## config.mk

```make
export PLATFORM = sky130hd
export DESIGN_NAME = fractal_sync_endpoint
export DESIGN_NICKNAME = d
export VERILOG_FILES = /design/src/rtl/fractal_sync_pkg.sv /design/src/rtl/fractal_sync_ep_timer.sv /design/src/rtl/fractal_sync_endpoint.sv
export SDC_FILE = /design/constraint.sdc
export NUM_CORES = 1
export LEC_CHECK = 0
export BUFFER_PORTS_ARGS = -buffer_cell sky130_fd_sc_hd__buf_4
export CORE_AREA = 2 2 39 41
export DETAILED_ROUTE_END_ITERATION = 8
export DIE_AREA = 0 0 41 43
export MAX_ROUTING_LAYER = met4
export SLEW_MARGIN = 20
export SYNTH_ARGS = -nofsm -noshare
export SYNTH_HDL_FRONTEND = slang
export SYNTH_SLANG_ARGS = --single-unit
```

## constraint.sdc

```tcl
create_clock -name clk_i -period 1.3 [get_ports clk_i]
set_input_delay 0.065 -clock clk_i [delete_from_list [all_inputs] [get_ports clk_i]]
set_output_delay 0.065 -clock clk_i [all_outputs]
set_load 0.01 [all_outputs]
```

## src/rtl/fractal_sync_pkg.sv

```systemverilog
// Shared types for the fractal sync endpoint.
// Request/response layouts and endpoint FSM states.
package fractal_sync_pkg;

  localparam int unsigned AGGR_W = 1;
  localparam int unsigned ID_W   = 1;
  localparam int unsigned LVL_W  = 1;

  typedef struct packed {
    logic [AGGR_W-1:0] aggr;
    logic [ID_W-1:0]   id;
  } fsync_req_sig_t;

  typedef struct packed {
    logic           sync;
    fsync_req_sig_t sig;
  } fsync_req_t;

  typedef struct packed {
    logic [LVL_W-1:0] lvl;
    logic [ID_W-1:0]  id;
  } fsync_rsp_sig_t;

  typedef struct packed {
    logic           wake;
    logic           error;
    fsync_rsp_sig_t sig;
  } fsync_rsp_t;

  typedef enum logic [2:0] {
    EP_IDLE,
    EP_SEND,
    EP_WAIT,
    EP_DONE,
    EP_ERR
  } ep_state_e;

endpackage

```

## src/rtl/fractal_sync_ep_timer.sv

```systemverilog
// Saturating WAIT-cycle counter for the sync endpoint.
// Flags the last allowed cycle before a timeout.
module fractal_sync_ep_timer #(
  parameter int unsigned CYCLES = 1
) (
  input  logic clk,
  input  logic rst,
  input  logic clr,
  input  logic en,
  output logic expired
);

  localparam int unsigned W = $clog2(CYCLES + 1);

  logic [W-1:0] cnt;

  // count enabled cycles, saturating at CYCLES
  always_ff @(posedge clk or posedge rst) begin
    if (rst) begin
      cnt <= '0;
    end else if (clr) begin
      cnt <= '0;
    end else if (en && (cnt != W'(CYCLES))) begin
      cnt <= cnt + 1'b1;
    end
  end

  assign expired = en & (cnt == W'(CYCLES - 1));

endmodule

```

## src/rtl/fractal_sync_endpoint.sv

```systemverilog
// Leaf-side barrier requester for a fractal_sync_1d port.
// Keeps one barrier in flight and waits for its wake.
module fractal_sync_endpoint #(
  parameter int unsigned AGGREGATE_WIDTH = 1,
  parameter int unsigned ID_WIDTH        = 1,
  parameter int unsigned LVL_WIDTH       = 1,
  parameter int unsigned TIMEOUT_CYCLES  = 0,
  parameter type fsync_req_t = fractal_sync_pkg::fsync_req_t,
  parameter type fsync_rsp_t = fractal_sync_pkg::fsync_rsp_t
) (
  input  logic                       clk_i,
  input  logic                       rst_i,
  input  logic                       bar_valid_i,
  output logic                       bar_ready_o,
  input  logic [AGGREGATE_WIDTH-1:0] bar_aggr_i,
  input  logic [ID_WIDTH-1:0]        bar_id_i,
  output logic                       done_o,
  output logic [LVL_WIDTH-1:0]       done_lvl_o,
  output logic                       error_o,
  output logic                       timeout_o,
  output logic                       spurious_o,
  input  logic                       clr_i,
  output logic                       busy_o,
  output fsync_req_t                 req_o,
  input  fsync_rsp_t                 rsp_i
);

  import fractal_sync_pkg::*;

  ep_state_e state_q;
  ep_state_e state_d;

  logic [AGGREGATE_WIDTH-1:0] aggr_q;
  logic [ID_WIDTH-1:0]        id_q;
  logic [LVL_WIDTH-1:0]       lvl_q;

  logic accept;
  logic in_wait;
  logic match;
  logic expired;
  logic enter_send;
  logic spur_set;
  logic tmo_set;

  assign bar_ready_o = (state_q == EP_IDLE) & ~rst_i;
  assign accept      = bar_ready_o & bar_valid_i;
  assign in_wait     = (state_q == EP_WAIT);
  assign match       = rsp_i.wake & (rsp_i.sig.id == id_q);
  assign enter_send  = accept & (bar_aggr_i != '0);

  assign spur_set = rsp_i.wake &
                    (~in_wait | (~match & ~rsp_i.error));
  assign tmo_set  = in_wait & ~rsp_i.error & ~match & expired;

  if (TIMEOUT_CYCLES != 0) begin : g_timer
    fractal_sync_ep_timer #(
      .CYCLES (TIMEOUT_CYCLES)
    ) u_timer (
      .clk     (clk_i),
      .rst     (rst_i),
      .clr     (enter_send),
      .en      (in_wait),
      .expired (expired)
    );
  end else begin : g_no_timer
    assign expired = 1'b0;
  end

  // next-state selection
  always_comb begin
    state_d = state_q;
    unique case (state_q)
      EP_IDLE: begin
        if (accept) begin
          state_d = (bar_aggr_i != '0) ? EP_SEND : EP_ERR;
        end
      end
      EP_SEND: state_d = EP_WAIT;
      EP_WAIT: begin
        if (rsp_i.error) begin
          state_d = EP_ERR;
        end else if (match) begin
          state_d = EP_DONE;
        end else if (expired) begin
          state_d = EP_ERR;
        end
      end
      EP_DONE: state_d = EP_IDLE;
      EP_ERR:  state_d = EP_IDLE;
      default: state_d = EP_IDLE;
    endcase
  end

  // state register
  always_ff @(posedge clk_i or posedge rst_i) begin
    if (rst_i) begin
      state_q <= EP_IDLE;
    end else begin
      state_q <= state_d;
    end
  end

  // barrier command and wake level capture
  always_ff @(posedge clk_i or posedge rst_i) begin
    if (rst_i) begin
      aggr_q <= '0;
      id_q   <= '0;
      lvl_q  <= '0;
    end else begin
      if (enter_send) begin
        aggr_q <= bar_aggr_i;
        id_q   <= bar_id_i;
      end
      if (in_wait && !rsp_i.error && match) begin
        lvl_q <= rsp_i.sig.lvl;
      end
    end
  end

  // sticky status flags; a new event beats clr_i
  always_ff @(posedge clk_i or posedge rst_i) begin
    if (rst_i) begin
      spurious_o <= 1'b0;
      timeout_o  <= 1'b0;
    end else begin
      if (spur_set) begin
        spurious_o <= 1'b1;
      end else if (clr_i) begin
        spurious_o <= 1'b0;
      end
      if (tmo_set) begin
        timeout_o <= 1'b1;
      end else if (clr_i) begin
        timeout_o <= 1'b0;
      end
    end
  end

  // single-cycle request toward the tree node
  always_comb begin
    req_o = '0;
    if (state_q == EP_SEND) begin
      req_o.sync     = 1'b1;
      req_o.sig.aggr = aggr_q;
      req_o.sig.id   = id_q;
    end
  end

  assign done_o     = (state_q == EP_DONE);
  assign error_o    = (state_q == EP_ERR);
  assign busy_o     = (state_q != EP_IDLE);
  assign done_lvl_o = lvl_q;

endmodule

```

* Word level (Yosys, flattened, before mapping)
Index checks and enable logic that the tools add are counted. Widths: inputs -> output; s select.
Storage, ports and cells: register bits 7, input bits 10, output and inout port bits 10
Cells by class: eq/ne operators 7, mux-type cells 8, bitwise logic cells 11, reduce and logical (&&, ||, !) cells 7
Operator list (count):
- $mux 3 | 5
- $pmux 3 s3 | 1
- $and 1x1->1 | 6
- $eq 3x2->1 const B | 2
- $not 1->1 | 4
- $eq 3x1->1 const B | 1
- $eq 3x3->1 const B | 1
- $logic_not 3->1 | 1
- $ne 3x2->1 const B | 1
- $reduce_bool 3->1 | 1
- $logic_and 1x1->1 | 2
- $mux 1 | 2
- $ne 2x2->1 const B | 1
- $reduce_and 2->1 | 1
- $reduce_bool 2->1 | 1
- $eq 1x1->1 | 1
- $logic_not 1->1 | 1
- $or 1x1->1 | 1

* Longest topological paths before layout
Gate-level depths: netlist (run 1).
depth in word-level cells 7, gate-level depth with buffers 3, mapped depth without buffers 3

* Worst setup path after synthesis (run 1)
No wires, ideal clock.
kind register -> register, from register state_q[1], to register id_q, setup time 0.125 ns, data arrival time 1.066 ns, data required time 1.175 ns, slack 0.109 ns, cell stages (with the launch flop) 4, buffers on the path 0, clock period less this slack 1.191 ns, cell sequence dfrtp_1 nor3_2 nand4_1 mux2_2
On the way: cells in the longest elaborated chain, start to end 4
Ends and longest elaborated chain:
- start: declaration | line fractal_sync_endpoint.sv:30 | ep_state_e state_q;
- start signal: assignment | line fractal_sync_endpoint.sv:99 | state_q <= state_d;
- $logic_not 3->1 | line fractal_sync_endpoint.sv:45 | assign bar_ready_o = (state_q == EP_IDLE) & ~rst_i;
- $and 1x1->1 | line fractal_sync_endpoint.sv:45
- $and 1x1->1 | line fractal_sync_endpoint.sv:46 | assign accept = bar_ready_o & bar_valid_i;
- $and 1x1->1 | line fractal_sync_endpoint.sv:49 | assign enter_send = accept & (bar_aggr_i != '0);
- end signal: assignment | line fractal_sync_endpoint.sv:112 | id_q <= bar_id_i;
- end: declaration | line fractal_sync_endpoint.sv:34 | logic [ID_WIDTH-1:0] id_q;
No other way between the ends. A chain may end at the register's enable or synchronous reset.

* Final worst setup path (run 1)
from register state_q[0], to output port bar_ready_o
On the way: cells in the longest elaborated chain, start to end 2
Ends and longest elaborated chain:
- $logic_not 3->1 | line fractal_sync_endpoint.sv:45
- $and 1x1->1 | line fractal_sync_endpoint.sv:45
- end: declaration | line fractal_sync_endpoint.sv:14 | output logic bar_ready_o,
No other way between the ends.

==> results of run 1 <==
metal layers:
metal	routed length (µm)	vias to the layer above
met4	0	0
met5	0	-
met2	574	17
met3	102	0
li1	-	188
met1	386	178
cells in the final DEF (no fill, tap or decap):
cell and n:
sky130_fd_sc_hd__a211oi_2 1, sky130_fd_sc_hd__a22o_1 1, sky130_fd_sc_hd__a22oi_1 1, sky130_fd_sc_hd__and2_1 2
sky130_fd_sc_hd__and2_4 1, sky130_fd_sc_hd__and2b_2 1, sky130_fd_sc_hd__buf_4 24, sky130_fd_sc_hd__buf_6 2
sky130_fd_sc_hd__clkbuf_4 3, sky130_fd_sc_hd__clkinv_2 1, sky130_fd_sc_hd__conb_1 1, sky130_fd_sc_hd__dfrtp_1 4
sky130_fd_sc_hd__dfrtp_2 3, sky130_fd_sc_hd__dlygate4sd3_1 1, sky130_fd_sc_hd__inv_1 3, sky130_fd_sc_hd__inv_2 1
sky130_fd_sc_hd__mux2_2 1, sky130_fd_sc_hd__mux2_4 1, sky130_fd_sc_hd__mux2i_1 1, sky130_fd_sc_hd__nand2_1 2
sky130_fd_sc_hd__nand2b_1 1, sky130_fd_sc_hd__nand4_1 2, sky130_fd_sc_hd__nor2_1 2, sky130_fd_sc_hd__nor2_4 1
sky130_fd_sc_hd__nor3_2 1, sky130_fd_sc_hd__nor3_4 1, sky130_fd_sc_hd__nor3b_2 1, sky130_fd_sc_hd__o211ai_1 1
sky130_fd_sc_hd__or2b_1 1, sky130_fd_sc_hd__or3_1 1, sky130_fd_sc_hd__xnor2_1 1
layout make-up:
| type | count | area [µm²] | area share |
|---|---|---|---|
| Clock buffer | 3 | 22.5 | 0.0338 |
| Tap cell | 16 | 20.0 | 0.0300 |
| Timing Repair Buffer | 27 | 213 | 0.319 |
| Multi-Input combinational cell | 26 | 213 | 0.319 |
| Clock inverter | 1 | 5.00 | 0.00750 |
| Sequential cell | 7 | 179 | 0.268 |
| Inverter | 4 | 15.0 | 0.0225 |
metrics by stage:
stage | total power, W | cells
5_1_grt | 0.00144 | 84
3_5_place_dp | 0.000893 | 74
6_report | 0.00133 | 84
3_3_place_gp | 0.000887 | 74
4_1_cts | 0.00129 | 84
2_1_floorplan | 0.000626 | 38
final timing paths:
check	slack (ns)	to	cells after the start
worst max-delay path	-0.04	bar_ready_o	5
min in group asynchronous	0.36	aggr_q	4
max in group asynchronous	0.80	state_q[1]	4
worst max register to register	0	done_lvl_o	4
worst min register to register	0.50	aggr_q	1
worst min-delay path	0.03	id_q	2
kinds of logic (layout without fill, tap and decap cells):
group	after synthesis	after routing	share of synthesized area
simple gates	17	17	0.272
flops	7	7	0.465
buf+inv	5	35	0.0598
compound gates	4	4	0.0831
mux	3	3	0.0864
other cells	1	1	0.00996
xor+xnor	1	1	0.0233
synthesized netlist by cell type:
library cell | count | area (µm²)
sky130_fd_sc_hd__mux2_1 | 1 | 11.3
sky130_fd_sc_hd__dfrtp_1 | 7 | 175
sky130_fd_sc_hd__nor3_2 | 1 | 10.0
sky130_fd_sc_hd__mux2_2 | 1 | 11.3
sky130_fd_sc_hd__or3_1 | 1 | 6.26
sky130_fd_sc_hd__conb_1 | 1 | 3.75
sky130_fd_sc_hd__nor3_1 | 1 | 5.00
sky130_fd_sc_hd__nand4_1 | 2 | 12.5
sky130_fd_sc_hd__buf_4 | 1 | 7.51
sky130_fd_sc_hd__and2_1 | 2 | 12.5
sky130_fd_sc_hd__mux2i_1 | 1 | 10.0
sky130_fd_sc_hd__and2_2 | 1 | 7.51
sky130_fd_sc_hd__or2b_1 | 1 | 7.51
sky130_fd_sc_hd__nand2b_1 | 1 | 6.26
sky130_fd_sc_hd__nor2_1 | 3 | 11.3
sky130_fd_sc_hd__xnor2_1 | 1 | 8.76
sky130_fd_sc_hd__a22oi_1 | 1 | 7.51
sky130_fd_sc_hd__a211oi_1 | 1 | 7.51
sky130_fd_sc_hd__a22o_1 | 1 | 8.76
sky130_fd_sc_hd__and2b_2 | 1 | 8.76
sky130_fd_sc_hd__inv_1 | 4 | 15.0
sky130_fd_sc_hd__o211ai_1 | 1 | 7.51
sky130_fd_sc_hd__nor3b_1 | 1 | 7.51
sky130_fd_sc_hd__nand2_1 | 2 | 7.51
power groups by stage:
| stage | Combinational, W | Clock, W | Sequential, W |
|---|---|---|---|
| 2_1_floorplan | 0.000254 | 0 | 0.000372 |
| 3_3_place_gp | 0.000517 | 0 | 0.000370 |
| 3_5_place_dp | 0.000520 | 0 | 0.000374 |
| 4_1_cts | 0.000697 | 0.000215 | 0.000378 |
| 5_1_grt | 0.000811 | 0.000239 | 0.000391 |
| 6_report | 0.000747 | 0.000208 | 0.000378 |
sequential cells by signal, summed over array words and instances (netlist names):
| name | count |
|---|---|
| state_q | 3 |
| aggr_q | 1 |
| done_lvl_o | 1 |
| id_q | 1 |
| spurious_o | 1 |
worst max-delay path, cell delays in order (launching register included):
cell	delay [ns]
sky130_fd_sc_hd__dfrtp_2	0.44
sky130_fd_sc_hd__nor3_4	0.22
sky130_fd_sc_hd__buf_6	0.13
sky130_fd_sc_hd__inv_2	0.03
sky130_fd_sc_hd__nor2_1	0.08
sky130_fd_sc_hd__buf_4	0.12
timing repair:
item                                    4_1_cts  5_1_grt
endpoints found under the setup margin        6        9
hold endpoints to repair                      7        0
pin swaps                                     3        3
cloned                                        0        0
hold buffers                                  1        0
buffers inserted                              5        0
gates resized for setup                      10        4
==> run summary, run 1 <==
The highest attainable clock frequency came out at 747 MHz. For the final database, setup skew stands at 0.00335 ns. The die area is 0.00176 mm². The number of sinks driven by the clock tree is 7.

Cell internal power was estimated by the tool at 0.000856 W. The largest net degree at the start of global routing is 8. Summing all non-filler instances in the final layout gives an area of 667 µm². The unique cell type count in the Yosys netlist is 24. The global-route wire length before repair is 1640 µm. In this run the most critical hold path is launched from bar_id_i. The number of H-tree levels is 1. The run finished, with violations left. The startpoint class of the critical path is a register. The buffer levels on the longest clock path came out at 2. The post-synthesis net count is 48. The worst setup path category is reg2out.

The total negative setup slack came out at -0.0383 ns. The number of DRC markers after the initial detailed-route iteration is 0. The number of endpoints with negative hold slack in the final report is 0. The worst setup margin came out at -0.0383 ns. The sequential share of power came out at 0.283. For this run, global-route usage on met1 was measured as 0.168. CTS placed an instance of sky130_fd_sc_hd__clkbuf_4 at the clock tree root. Setup repair after global routing could not meet its margin everywhere. The share of cells above drive strength 1 came out at 0.632. The final layout contains routed wiring with a total length of 1060 µm. Relative to the synthesized area, the layout overhead comes to 77.1%. The number of nets with antenna violations after routing is 0. The met2 global-route usage is 0.225. The final reports fail on negative setup slack. The final worst-path cycle share is 1.03.

The floorplan step set the die width to 41 µm. The total clock buffers created by CTS came out at 3. The switching power summed over all nets is 0.000478 W.

The global placement routability congestion came out at 0.633. The fraction of power consumed by combinational cells came out at 0.560. The number of setup violations in the final report came out at 1. The final layout contains 79 nets. The floorplan has 14 rows. After global routing, the most crowded layer is met2. The register bit total from synthesis came out at 7. For this run, the register share of the synthesized area comes to 0.465. The reported max-cap violation count came out at 0. In this run the worst setup path begins at state_q[0]. The vias per cell came out at 4.56. The routed layout has 383 vias. At the end of the flow the core is filled with cells to 0.482.

The required time reported for the critical path endpoint came out at 1.24 ns. The min-delay analysis places its worst path in the category in2reg. The average cell area after synthesis is 9.91 µm². The number of DRC violations after detailed routing came out at 0.

The worst hold-check slack came out at 0.0342 ns. The switching power share of the total came out at 0.358. The CTS tree is built.

The initial utilization of the core area, before any placement, comes to 0.272. The routed wire length per instance is 12.7 µm. The antenna diode count is 0. The count of warnings emitted by yosys came out at 0. Counting the fill cells in the layout gives 147. The aggregate global-route resource usage is 0.149. The clock power share came out at 0.156. The clock slew at the register clock pins of the worst setup and hold paths is 0.06 ns. Power spread over the standard cell area amounts to 2000 mW/mm². For this design the static power due to leakage is 0.334 nW. The max-slew violation count came out at 0. The synthesized netlist cell count is 38. The number of global-route vias before repair came to 364.

The maximum ir drop on the vdd rail came out at 0.000916 V. The post-route minimum period came out at 1.34 ns. The data arrival time of the critical path came out at 1.27 ns. The worst setup path is captured at an output port.

The initial antenna violation count was 0. The startpoint identified for the worst register-to-register timing path is state_q[0]. The clock latency of the later-clocked register in the worst-skew pair is 0.26 ns. Pin placement for this block handled 20 I/O pins. The number of buffers added on ports is 18. The number of iterations in the first detailed-routing pass is 1. The leftover overflow at the end of global routing came out at 0. The placed instance area is 547 µm².

The core region is 0.00138 mm². The detailed-placement wirelength estimate is 696 µm. The worst setup slack before clock tree synthesis came out at 0.0414 ns. Along the worst path, the maximum fanout reaches 4.

In the global route stage, met3 resource usage came out at 0.0942. The chip height is 43 µm. The synthesized cell area came out at 377 µm².
Power figures use the tool's default switching activity.
==> inputs of run 2 (changes only) <==
--- a/config.mk
+++ b/config.mk
@@ -9,7 +9,9 @@
 export CORE_AREA = 2 2 39 41
 export DETAILED_ROUTE_END_ITERATION = 8
 export DIE_AREA = 0 0 41 43
+export GPL_TIMING_DRIVEN = 0
 export MAX_ROUTING_LAYER = met4
+export SKIP_LAST_GASP = 1
 export SLEW_MARGIN = 20
 export SYNTH_ARGS = -nofsm -noshare
 export SYNTH_HDL_FRONTEND = slang
==> run summary, run 2 (same netlist as run 1, synthesis figures left out) <==
The flow ran to the end, and the final reports show no timing, DRC or antenna violations. Summed over all cells, the static leakage comes to 0.312 nW. The critical path endpoint category is an output port. The max-slew violation count was 0.

The number of setup violations in the final report is 0. The worst min-delay path category is in2reg. The number of standard cells in the final layout excluding fillers is 82. Setup repair after global routing could not meet its margin everywhere. The congestion estimate from routability-driven global placement came to 0.688. The floorplan step defined a die boundary enclosing 0.00176 mm². The number of DRC violations after detailed routing came out at 0. The smallest clock period supported by the final layout is computed as 1.30 ns. Across every metal layer, demand over resource in global routing totals 0.128.

STA classifies the critical path startpoint as a register. The placed instance area is 532 µm². The reported max-cap violation count came out at 0. The CTS tree is built. The number of rows created at floorplan is 14. The total number of nets in the final design came out at 77.

The first global-routing pass estimated 1400 µm of wire. The number of iterations in the first detailed-routing pass is 2. The maximum fanout along the worst path is 4. 0 antenna diodes ended up in the layout.

The number of inserted filler cells in the final layout is 140. The total length of routed wires came out at 869 µm. IR analysis of the VDD net gives a maximum drop of 0.000730 V. The number of endpoints with negative hold slack in the final report came out at 0. Pin placement for this block handled 20 I/O pins. The clock arrives with 0.00225 ns of skew. The vias per cell came out at 4.55. The routed wire length per instance is 10.6 µm. The data arrival time of the critical path came out at 1.23 ns.

In this run, placement finished with an instance count of 72. The number of H-tree levels is 1. The critical path goes through nor3_4 -> inv_2 -> nor2_1 -> buf_4. The finished cells cover 642 µm².

The register with the most flip-flops in the final layout is state_q. The flip-flop count of the largest register, all copies and words added came out at 3. In this design, the stage delay of the slowest critical-path cell is 0.45 ns. Leaving out fill and tap cells, the most frequent cell in the layout is sky130_fd_sc_hd__buf_4. The root buffer cell is sky130_fd_sc_hd__clkbuf_4. The initial antenna violation count came to 0.

The die span in x came out at 41 µm. The number of sinks driven by the clock tree is 7. Detailed placement ended at an HPWL of 606 µm. The initial core utilization came out at 0.272. The library cells used most frequently in the layout, excluding fill and tap cells, are sky130_fd_sc_hd__buf_4, sky130_fd_sc_hd__dfrtp_1.

The share of cells above drive strength 1 is 0.576. The area overhead of the layout relative to synthesis is 70.4%. The number of global-route vias before repair came out at 332. The worst setup path category is reg2out.

The required time reported for the critical path endpoint came out at 1.24 ns. In the finished design, the share of the clock period the worst path needs comes to 0.998. The chip height came out at 43 µm. The number of buffers added on ports came out at 18. The number of nets with antenna violations after routing came out at 0. The total clock buffers created by CTS is 3.

The largest net degree at the start of global routing is 8. The slowest cell on the critical path is sky130_fd_sc_hd__dfrtp_2. The buffer levels on the longest clock path is 2. The highest attainable clock frequency came out at 770 MHz. The core box area came out at 0.00138 mm². At the later pin of the worst-skew pair, clock insertion delay measures 0.25 ns. The total overflow left after global routing is 0. The number of DRC markers after the initial detailed-route iteration came out at 3. The tightest hold path in the finished design has a slack of 0.0321 ns. Clock-pin slew was measured on the worst setup and hold paths at 0.06 ns. For this design the ratio of total power to cell area is 1860 mW/mm². The vias after detailed routing is 373.
## run 2: area by class of cell
| cell class | instances | area (µm²) | area share |
|---|---|---|---|
| inverters | 4 | 15.0 | 0.0234 |
| multi-input cells | 26 | 208 | 0.324 |
| flip-flops and latches | 7 | 179 | 0.279 |
| repair buffers | 24 | 186 | 0.290 |
| plain buffers | 1 | 7.51 | 0.0117 |
| well taps | 16 | 20.0 | 0.0312 |
| clock buffers | 4 | 26.3 | 0.0409 |
## run 2: layer usage
layer	share of wire	wire length, µm	up-vias	track usage
met2	0.48	413	16	0.147
li1	-	-	184	-
met1	0.42	365	171	0.172
met3	0.092	80	2	0.0628
met4	0.010	9	0	0.0800
met5	0	0	-	-
## run 2: worst paths after layout
path	startpoint	endpoint	slack [ns]	cells after the start
hold reg to reg	aggr_q	aggr_q	0.46	1
max in group asynchronous	rst_i	state_q[2]	0.70	3
min in group asynchronous	rst_i	aggr_q	0.33	3
hold / removal	rsp_i[1]	done_lvl_o	0.03	2
setup reg to reg	state_q[2]	done_lvl_o	0.01	3
setup / recovery	state_q[2]	bar_ready_o	0.002	4
## run 2: worst max-delay path: cells and delay by family (launching register included)
| family | cells | cell delay [ns] |
|---|---|---|
| flops | 1 | 0.45 |
| simple gates | 2 | 0.35 |
| buf+inv | 2 | 0.18 |
## run 2: power breakdown
part	internal [W]	total, W	switching, W
sequential	0.000298	0.000397	0.0000989
combinational	0.000340	0.000591	0.000251
clock	0.000118	0.000207	0.0000893
## run 2: repair_timing
action                     CTS  global route
hold endpoints to repair     7             0
buffers inserted             4             1
setup endpoints to repair    7             7
hold buffers                 1             0
pin swaps                    1             2
gates resized for setup      7             4
## run 2: metrics by stage
step	total power [W]	utilization	setup WS, ns	TNS, ns
floorplan	0.000626	-	0.109	0
global placement	0.000834	0.384	0.00210	0
detailed placement	0.000842	0.384	-0.00140	-0.00140
CTS	0.00116	0.447	-0.00523	-0.00523
global route	0.00129	0.464	-0.0690	-0.320
finish	0.00120	0.464	0.00200	0
==> inputs of run 3 (changes only) <==
--- a/config.mk
+++ b/config.mk
@@ -5,7 +5,9 @@
 export SDC_FILE = /design/constraint.sdc
 export NUM_CORES = 1
 export LEC_CHECK = 0
+export ABC_AREA = 1
 export BUFFER_PORTS_ARGS = -buffer_cell sky130_fd_sc_hd__buf_4
+export CAP_MARGIN = 5
 export CORE_AREA = 2 2 39 41
 export DETAILED_ROUTE_END_ITERATION = 8
 export DIE_AREA = 0 0 41 43
@@ -16,3 +18,4 @@
 export SYNTH_ARGS = -nofsm -noshare
 export SYNTH_HDL_FRONTEND = slang
 export SYNTH_SLANG_ARGS = --single-unit
+export TNS_END_PERCENT = 30
==> run summary, run 3 <==
The data arrival time of the critical path is 1.17 ns. Across every metal layer, demand over resource in global routing totals 0.144. The number of rows created at floorplan came out at 14. For this configuration, the core starts out at a cell density of 0.307.

The launch instance of the worst register-to-register path is state_q[2]. The final core utilization is 0.454. The flop-to-flop setup slack came out at 0.20 ns. STA classifies the critical path startpoint as a register. The worst setup slack before clock tree synthesis is 0.223 ns.

The number of iterations in the first detailed-routing pass is 4. The tightest min-delay check is of the in2reg type. The final layout contains 96 nets. The number of setup violations in the final report is 0. The detailed-placement wirelength estimate came out at 759 µm.

The root buffer cell is sky130_fd_sc_hd__clkbuf_4. The total length of routed wires is 957 µm. The share of the Yosys chip area taken by registers is 0.412. The maximum ir drop on the vdd rail is 0.000641 V. The number of DRC violations after detailed routing is 0. sky130_fd_sc_hd__nand2_1 is the most common cell in the netlist.

In the routed layout, each cell is associated on average with a via count of 4.34. The synthesized cell area is 425 µm². The biggest area contributor in the post-synthesis netlist is sky130_fd_sc_hd__dfrtp_1.

The final worst-path cycle share came out at 0.950. The worst setup path is captured at an output port. The worst clock skew came out at 0.00820 ns. The final route contains 438 vias. The maximum fanout along the worst path came out at 5. After synthesis, the cell types taking the most area are sky130_fd_sc_hd__dfrtp_1, sky130_fd_sc_hd__nand2_1, sky130_fd_sc_hd__inv_1. Across all setup checks in the final design, the least slack found is 0.0651 ns. Counting every net in the synthesized netlist gives 72. The number of instances in the placed design is 96. The ratio of total power to cell area came out at 1750 mW/mm².

The number of global-route vias before repair came out at 390. The path depth of the worst reg2reg path came out at 6. Setup repair after global routing left no endpoint under its margin. The worst hold-check slack came out at 0.0118 ns.

The die area came out at 0.00176 mm². The unique cell type count in the Yosys netlist is 16. The global-route wire length before repair is 1580 µm.

The highest attainable clock frequency is 810 MHz. In this run the deepest clock path goes through 2 buffers. The total clock buffers created by CTS came out at 3. For this run, the number of standard cells in the final layout without fillers is 101. In the final layout, the share of cells above drive strength 1 is 0.341. The number of endpoints with negative hold slack in the final report came to 0.

Among all flip-flop cells after synthesis, the most frequent one is sky130_fd_sc_hd__dfrtp_1. The run finished with clean final reports. Leaving out fill and tap cells, the most frequent cell in the layout is sky130_fd_sc_hd__buf_4. The max-slew violation count came to 0.

The clock slew at the register clock pins of the worst setup and hold paths is 0.06 ns. The chip height came out at 43 µm. The routed wire length per instance is 9.48 µm. The synthesized netlist cell count is 62. The critical path ends at req_o[0]. The most critical setup path has its startpoint at state_q[1].

The worst hold path passes through 3 cells. The endpoint identified for the worst register-to-register timing path is state_q[2]. The register with the most flip-flops in the layout has 3 of them. The reported max-cap violation count came out at 0. The number of buffers added on ports came out at 18. The clock latency of the later-clocked register in the worst-skew pair came out at 0.26 ns.

The synthesized design contains 0 enable-type register cells. At the end of routability-driven placement, the weighted congestion stood at 0.750. Data on the critical path is required at its endpoint by 1.24 ns. Counting flops per register, the top entry is state_q. The number of H-tree levels came out at 1. During synthesis, Yosys emitted a total of 0 warnings. The total negative setup slack came out at 0 ns. The initial antenna violation count was 0. The worst setup path category is reg2out. After synthesis, the share of flip-flops with an asynchronous set or reset is 1.00.

The share of synthesized area in the top cell type comes to 0.412. TritonCTS built the clock tree. The tree built by TritonCTS fans out to 7 sinks.

The area overhead of the layout relative to synthesis came out at 47.6%. The largest net degree at the start of global routing is 8. The antenna diode count came out at 0.

The leftover overflow at the end of global routing came out at 0. Measured along the x axis, the die boundary spans 41 µm. The library cells used most frequently in the layout, excluding fill and tap cells, are sky130_fd_sc_hd__buf_4, sky130_fd_sc_hd__nand2_1, sky130_fd_sc_hd__inv_1.

The average cell area after synthesis came out at 6.86 µm². 20 I/O pins were placed. The first routing iteration left 10 violations.

The number of inserted filler cells in the final layout is 165. The core box area is 0.00138 mm². The clock period could shrink to 1.23 ns.

The number of nets with antenna violations after routing is 0. Sorting the synthesized cells by how often they occur yields sky130_fd_sc_hd__nand2_1, sky130_fd_sc_hd__inv_1, sky130_fd_sc_hd__nor2_1. Summed over all cells, the static leakage comes to 0.363 nW. The register bit total from synthesis is 7.
-- run 3: repair_timing --
item	CTS	global route
hold endpoints to repair	7	0
endpoints found under the setup margin	2	2
setup buffers	0	0
gates resized for setup	2	2
hold buffers	1	0
-- run 3: power breakdown --
group	switching (W)	internal (W)	leakage [nW]
clock network	0.0000854	0.000118	0.0150
registers	0.0000720	0.000286	0.0834
logic	0.000291	0.000247	0.265
-- run 3: logic make-up (layout without fill, tap and decap cells) --
kind of cell	Yosys count	in the layout	share of synthesized area
AOI/OAI and AO/OA	7	7	0.0941
other	1	1	0.00882
DFF	7	7	0.412
and+or+nand+nor	33	33	0.353
buffers and inverters	14	37	0.132
-- run 3: area by class of cell --
type / instances / area (µm²) / share of cell area
Multi-Input combinational cell: 41 / 204 / 0.325
Sequential cell: 7 / 176 / 0.281
Timing Repair Buffer: 19 / 145 / 0.231
Inverter: 13 / 48.8 / 0.0777
Clock buffer: 4 / 26.3 / 0.0418
Tap cell: 16 / 20.0 / 0.0319
Buffer: 1 / 7.51 / 0.0120
-- run 3: critical path, cell delays in order, from the launching register on --
cell                      delay, ns
sky130_fd_sc_hd__dfrtp_1       0.46
sky130_fd_sc_hd__nor2_4        0.13
sky130_fd_sc_hd__nand2_2       0.09
sky130_fd_sc_hd__nor2_1        0.11
sky130_fd_sc_hd__buf_4         0.13
-- run 3: layer usage --
layer / wire, µm / track usage
met5: 0 / -
met2: 410 / 0.175
met3: 74 / 0.0471
met4: 39 / 0.120
met1: 433 / 0.184
-- run 3: how the worst min path moves through the flow --
stage / end / from / slack [ns]
after floorplan: aggr_q / rst_i / -0.12
after global placement: state_q[2] / rst_i / 0.06
after detailed placement: state_q[2] / rst_i / 0.05
after CTS: done_lvl_o / rsp_i[1] / 0.02
after global routing: done_lvl_o / rsp_i[1] / 0.03
final: done_lvl_o / rsp_i[1] / 0.01
-- run 3: through the flow --
step	power, W	area [µm²]
floorplan	0.000659	425
global placement	0.000867	581
detailed placement	0.000870	581
CTS	0.00108	621
global route	0.00118	628
finish	0.00110	628
